==> config.mk <==
export PLATFORM = sky130hd
export DESIGN_NAME = mix_columns_seq
export DESIGN_NICKNAME = d
export VERILOG_FILES = /design/src/rtl/aes_pkg.sv /design/src/rtl/mix_column_word.sv /design/src/rtl/mix_columns_seq.sv
export SDC_FILE = /design/constraint.sdc
export NUM_CORES = 1
export LEC_CHECK = 0
export CAP_MARGIN = 10
export CORE_MARGIN = 2
export CORE_UTILIZATION = 67
export CTS_BUF_LIST = sky130_fd_sc_hd__clkbuf_4
export DETAILED_ROUTE_END_ITERATION = 16
export DONT_BUFFER_PORTS = 1
export PLACE_DENSITY_LB_ADDON = 0.2
export SLEW_MARGIN = 20
export SYNTH_ARGS = -nofsm -noshare
export SYNTH_HDL_FRONTEND = slang
export SYNTH_SLANG_ARGS = --single-unit
==> constraint.sdc <==
create_clock -name iClk -period 3.9 [get_ports iClk]
set_input_delay 1.17 -clock iClk [delete_from_list [all_inputs] [get_ports iClk]]
set_output_delay 1.17 -clock iClk [all_outputs]
set_load 0.01 [all_outputs]
==> src/rtl/aes_pkg.sv <==
// -----------------------------------------------------------------------------
// aes_pkg
// Shared AES definitions for the round datapath: the reduction constant for
// GF(2^8), the MixColumns mode encodings, the engine state type and the
// constant-multiplier helpers used by the column mixer.
// Every multiplier is built from repeated xtime (multiply by x), so each one
// maps to a small XOR network with no general-purpose GF multiplier.
// -----------------------------------------------------------------------------
package aes_pkg;

  // Low byte of x^8 + x^4 + x^3 + x + 1; the x^8 term is implicit in xtime.
  localparam logic [7:0] AES_POLY = 8'h1B;

  // MixColumns operation select. Code 2'b11 is reserved and handled as bypass.
  localparam logic [1:0] MC_FWD = 2'b00;
  localparam logic [1:0] MC_INV = 2'b01;
  localparam logic [1:0] MC_BYP = 2'b10;

  typedef enum logic [1:0] {
    IDLE = 2'd0,
    BUSY = 2'd1,
    DONE = 2'd2
  } mcState_e;

  // Multiply by x (xtime): shift left and fold the carried-out bit back in.
  function automatic logic [7:0] gf_x2(input logic [7:0] a);
    return {a[6:0], 1'b0} ^ (a[7] ? AES_POLY : 8'h00);
  endfunction

  function automatic logic [7:0] gf_x3(input logic [7:0] a);
    return gf_x2(a) ^ a;
  endfunction

  function automatic logic [7:0] gf_x9(input logic [7:0] a);
    return gf_x2(gf_x2(gf_x2(a))) ^ a;
  endfunction

  function automatic logic [7:0] gf_xb(input logic [7:0] a);
    return gf_x2(gf_x2(gf_x2(a))) ^ gf_x2(a) ^ a;
  endfunction

  function automatic logic [7:0] gf_xd(input logic [7:0] a);
    return gf_x2(gf_x2(gf_x2(a))) ^ gf_x2(gf_x2(a)) ^ a;
  endfunction

  function automatic logic [7:0] gf_xe(input logic [7:0] a);
    return gf_x2(gf_x2(gf_x2(a))) ^ gf_x2(gf_x2(a)) ^ gf_x2(a);
  endfunction

endpackage

==> src/rtl/mix_column_word.sv <==
// -----------------------------------------------------------------------------
// mix_column_word
// Combinational MixColumns / InvMixColumns for one 32-bit state column.
// Ports:
//   iCol  [0:31]  input column; row r is iCol[8r +: 8] (row 0 = leftmost byte)
//   iInv          1 selects the inverse matrix, 0 the forward matrix
//   oCol  [0:31]  mixed column, same byte ordering as iCol
// -----------------------------------------------------------------------------
module mix_column_word
  import aes_pkg::*;
(
  input  logic [0:31] iCol,
  input  logic        iInv,
  output logic [0:31] oCol
);

  logic [7:0] a0, a1, a2, a3;

  assign a0 = iCol[0:7];
  assign a1 = iCol[8:15];
  assign a2 = iCol[16:23];
  assign a3 = iCol[24:31];

  // Both matrices are circulant: every output row reuses the same four
  // coefficients rotated one position to the right.
  always_comb begin
    oCol = '0;
    if (iInv) begin
      oCol[0:7]   = gf_xe(a0) ^ gf_xb(a1) ^ gf_xd(a2) ^ gf_x9(a3);
      oCol[8:15]  = gf_x9(a0) ^ gf_xe(a1) ^ gf_xb(a2) ^ gf_xd(a3);
      oCol[16:23] = gf_xd(a0) ^ gf_x9(a1) ^ gf_xe(a2) ^ gf_xb(a3);
      oCol[24:31] = gf_xb(a0) ^ gf_xd(a1) ^ gf_x9(a2) ^ gf_xe(a3);
    end else begin
      oCol[0:7]   = gf_x2(a0) ^ gf_x3(a1) ^ a2        ^ a3;
      oCol[8:15]  = a0        ^ gf_x2(a1) ^ gf_x3(a2) ^ a3;
      oCol[16:23] = a0        ^ a1        ^ gf_x2(a2) ^ gf_x3(a3);
      oCol[24:31] = gf_x3(a0) ^ a1        ^ a2        ^ gf_x2(a3);
    end
  end

endmodule

==> src/rtl/mix_columns_seq.sv <==
// -----------------------------------------------------------------------------
// mix_columns_seq
// Sequential AES MixColumns engine (forward, inverse, bypass) that processes
// COLS_PER_CYCLE columns per BUSY cycle, trading area against latency.
// Parameters:
//   COLS_PER_CYCLE  1, 2 or 4 columns per cycle (anything else fails to build)
// Ports:
//   iClk            rising-edge clock
//   iRst_n          asynchronous active-low reset
//   iValid/oReady   input handshake; a state is accepted when both are high
//   iMode   [1:0]   00 forward, 01 inverse, 10 bypass, 11 treated as bypass
//   iState  [0:127] input state, byte k = iState[8k +: 8], column c = bytes 4c..4c+3
//   oValid/iReady   output handshake
//   oState  [0:127] result state, same byte ordering as iState
//   oAbort          synchronous flush back to IDLE (input despite its name)
// -----------------------------------------------------------------------------
module mix_columns_seq
  import aes_pkg::*;
#(
  parameter int COLS_PER_CYCLE = 1
) (
  input  logic         iClk,
  input  logic         iRst_n,
  input  logic         iValid,
  output logic         oReady,
  input  logic [1:0]   iMode,
  input  logic [0:127] iState,
  output logic         oValid,
  input  logic         iReady,
  output logic [0:127] oState,
  input  logic         oAbort
);

  // Guarded divisor keeps elaboration alive long enough to report a bad value.
  localparam int NUM_PASSES = 4 / ((COLS_PER_CYCLE > 0) ? COLS_PER_CYCLE : 1);
  localparam logic [1:0] LAST_PASS = 2'(NUM_PASSES - 1);

  if (COLS_PER_CYCLE != 1 && COLS_PER_CYCLE != 2 && COLS_PER_CYCLE != 4) begin : gBadParam
    $error("mix_columns_seq: COLS_PER_CYCLE must be 1, 2 or 4");
  end

  mcState_e     state, nextState;
  logic [1:0]   count;
  logic [1:0]   modeReg;
  logic [0:127] workReg;
  logic [0:127] resultReg;
  logic         accept;
  logic         lastPass;
  logic         invSel;

  logic [1:0]   colIdx [COLS_PER_CYCLE];
  logic [0:31]  colIn  [COLS_PER_CYCLE];
  logic [0:31]  colOut [COLS_PER_CYCLE];

  assign invSel   = (modeReg == MC_INV);
  assign lastPass = (count == LAST_PASS);
  assign oState   = resultReg;

  // Lane g of pass n handles column n*COLS_PER_CYCLE + g; the column is picked
  // out of the work register by a mux on the pass counter.
  for (genvar g = 0; g < COLS_PER_CYCLE; g++) begin : gCol
    assign colIdx[g] = 2'(int'(count) * COLS_PER_CYCLE + g);
    assign colIn[g]  = workReg[{colIdx[g], 5'b00000} +: 32];

    mix_column_word uColumn (
      .iCol (colIn[g]),
      .iInv (invSel),
      .oCol (colOut[g])
    );
  end

  // State register.
  always_ff @(posedge iClk or negedge iRst_n) begin
    if (!iRst_n) begin
      state <= IDLE;
    end else begin
      state <= nextState;
    end
  end

  // Next state and handshake decode. Abort overrides both the accept in IDLE
  // and the DONE->IDLE hand-off, so an aborted cycle never captures a state.
  always_comb begin
    nextState = state;
    accept    = 1'b0;
    oReady    = (state == IDLE);
    oValid    = (state == DONE);
    if (oAbort) begin
      nextState = IDLE;
    end else begin
      unique case (state)
        IDLE: begin
          if (iValid) begin
            accept = 1'b1;
            unique case (iMode)
              MC_FWD, MC_INV: nextState = BUSY;
              MC_BYP:         nextState = DONE;
              default:        nextState = DONE;
            endcase
          end
        end
        BUSY: begin
          if (lastPass) begin
            nextState = DONE;
          end
        end
        DONE: begin
          if (iReady) begin
            nextState = IDLE;
          end
        end
        default: nextState = IDLE;
      endcase
    end
  end

  // Datapath. The work register is only loaded on accept so upstream may
  // change iState freely while BUSY. Bypass writes the result directly;
  // the result register is deliberately left alone by an abort.
  always_ff @(posedge iClk or negedge iRst_n) begin
    if (!iRst_n) begin
      count     <= '0;
      modeReg   <= MC_FWD;
      workReg   <= '0;
      resultReg <= '0;
    end else if (oAbort) begin
      count <= '0;
    end else if (accept) begin
      workReg <= iState;
      modeReg <= iMode;
      count   <= '0;
      if (iMode != MC_FWD && iMode != MC_INV) begin
        resultReg <= iState;
      end
    end else if (state == BUSY) begin
      for (int i = 0; i < COLS_PER_CYCLE; i++) begin
        resultReg[{colIdx[i], 5'b00000} +: 32] <= colOut[i];
      end
      count <= lastPass ? 2'd0 : count + 2'd1;
    end
  end

endmodule

==> metrics.csv <==
metric,value,unit
outcome,completed,
post-synthesis cell count,1501,
Multi-input gate area,7270,um^2
max-slew violations,0,
post-synthesis sequential area ratio,0.460,
Mapped Area,14200,um^2
H-tree levels,3,
TritonCTS Buffers,68,
global-route wire length before repair,66.4,mm
clock tree buffer depth,3,
initial drt markers,1130,
Slew HR,0.298,
CP Capture Type,flip-flop,
largest area contributor in the netlist,dfrtp_1,
number of global-route vias before repair,11500,
Initial DRT Pass Iterations,5,
Routed Wire Length,43.9,mm
R2R depth,9,
worst setup path category,reg2reg,
initial antenna violation count,3,
vias per cell,6.19,
Register Area,6560,um^2
Die H,150,um
Total Nets Final,1694,
clock sink count,262,
total chip power,13800,uW
share of the synthesized area in the top cell type,0.460,
Routed WL per cell,23.4,um
largest net degree at the start of global routing,263,
Startpoint Class,flip-flop,
clock skew,67.4,ps
FF-to-FF Start,count[0],
R2R Setup Slk,190,ps
placed cells,1760,
Starting Density,0.680,
Final Cycle Share,0.952,
DRC Markers,0,
design area,15600,um^2
number of synthesized register bits,262,
most frequent cells in the layout,"nand2_1 (542), dfrtp_1 (261), xnor2_1 (158), clkbuf_4 (92), nor2_1 (87)",
Root Buffer,clkbuf_4,
Fmax,269,MHz
Routed Antenna Nets,0,
Fill cells,1544,
dpl ws,263,ps
"Top FF cell, synth",dfrtp_1,
row count,53,
I/O Buffers,0,
Syn Area/Cell,9.49,um^2
class of the worst hold path,in2async,
Slew @ Worst Pin,1050,ps
I/O pin cnt,265,
"Worst Setup Slack, final",188,ps
Final HPWL DP,32.1,mm
Worst R2R End,oState[100],
"commonest non-fill, non-tap cell in the layout",nand2_1,
Non-Filler Instances,1873,
"Hold Vio Cnt, Final",0,
ys async rst share,1.00,
total gr overflow,0,
Die X,150,um
Post-synth EDFFs,0,
critical-path maximum fanout,12,
YS warnings,0,
max cap viols,0,
setup TNS,0,ps
crit path to,oState[100],
WP data arrival,4190,ps
area grow syn2layout,9.59,%
RSZ-0062 raised after global routing,no,
Synth cell types,53,
setup repair bufs after CTS,0,
WP data required,4380,ps
"Reg clk slew, reported paths",60,ps
syn nets,1640,
Leak,0.00713,uW
pwr dens,882,nW/um^2
layout cells sized above 1,0.151,
Tmin final,3710,ps
peak supply drop,0.509,mV
Total Routing Usage GR,0.399,
top post-synthesis cells by area,"dfrtp_1 (46%), nand2_1 (14%), xnor2_1 (9.8%)",
CTS tree,done,
RePlAce Congestion,1.05,
Area after DPL,14800,um^2
die footprint,22400,um^2
core area,21000,um^2
Clock Latency Late Sink,700,ps
# setup viols final,0,
via count,11600,
Crit. Startpoint,count[0],
-- synthesized netlist by cell type (4+ instances only) --
cell      count
nor2_1       87
xnor2_4       5
nand3_1      12
nand2_1     543
a21boi_0      7
clkbuf_1     59
a41oi_1       4
a222oi_1      4
buf_1         7
a21oi_1      22
xnor2_1     159
a221oi_1      5
ha_1          4
o21a_1       10
mux4_2       22
buf_6         4
buf_2        17
xnor3_1       8
dfrtp_1     262
o221ai_1     26
o21ai_0      54
buf_4         6
o21ai_1       7
xor2_2        5
xor2_1       48
xnor2_2       6
a31oi_1      49
o211ai_1      6
mux2_2        4
mux4_1       10
-- per-stage QoR --
| step | hold slack, ps | util |
|---|---|---|
| finish | 192 | 0.745 |
| global route | 138 | 0.745 |
| CTS | 142 | 0.744 |
| detailed placement | 457 | 0.706 |
| global placement | 451 | 0.706 |
| floorplan | 437 | - |
-- final cells by class --
| cell class | instances | area share |
|---|---|---|
| Clock inverter | 20 | 0.00689 |
| Inverter | 3 | 0.000722 |
| Clock buffer | 92 | 0.0443 |
| Tap cell | 275 | 0.0220 |
| Multi-Input combinational cell | 1140 | 0.466 |
| Antenna cell | 1 | 0.000160 |
| Sequential cell | 262 | 0.420 |
| Timing Repair Buffer | 80 | 0.0401 |
-- power by group --
group	total (uW)	internal, uW	leakage [uW]	switching, uW
Combinational	7490	3260	0.00341	4220
Clock	2270	1110	0.000479	1160
Sequential	4000	3340	0.00324	661
Total	13800	7720	0.00713	6050
-- worst min path at each step --
stage,from,endpoint,slack [ps],cells after the start
floorplan,workReg[57],workReg[57],440,2
global placement,workReg[104],workReg[104],450,2
detailed placement,workReg[40],workReg[40],460,2
CTS,iRst_n,oState[48],140,0
global route,iRst_n,oState[16],140,0
finish,iRst_n,oState[59],190,0
-- sequential cells by signal, indices dropped and copies added, names as in the netlist --
signal	count
oState	128
workReg	128
count	2
modeReg	2
state	2
-- cell families (layout without fill, tap and decap cells) --
family	Yosys count	in the layout	synth area share
and+or+nand+nor	658	658	0.177
DFF	262	262	0.460
xor gates and xnor gates	238	238	0.174
AOI/OAI and AO/OA	203	203	0.0933
buffers and inverters	99	195	0.0344
muxes	37	37	0.0571
adders and majority gates	4	4	0.00351
other	0	1	0
-- routing by layer --
| layer | track usage | part of all wire | vias to the layer above |
|---|---|---|---|
| met5 | 0 | 0.00027 | - |
| met4 | 0.169 | 0.036 | 2 |
| li1 | - | - | 5095 |
| met2 | 0.597 | 0.46 | 687 |
| met3 | 0.115 | 0.11 | 108 |
| met1 | 0.552 | 0.40 | 5698 |
-- worst max-delay path, stage by stage, from the launching register on --
cell	delay, ps
dfrtp_2	630
buf_4	260
mux4_2	560
xor2_1	330
xor2_1	210
xor2_1	400
xor3_1	390
nor2_1	260
xnor2_1	260
o221ai_1	180
-- what timing repair did --
action / in CTS / in global routing
hold buffers: 0 / 0
endpoints found under the setup margin: 0 / 3
gates resized for setup: 0 / 1
No activity file was read; power rests on OpenSTA's default activity.
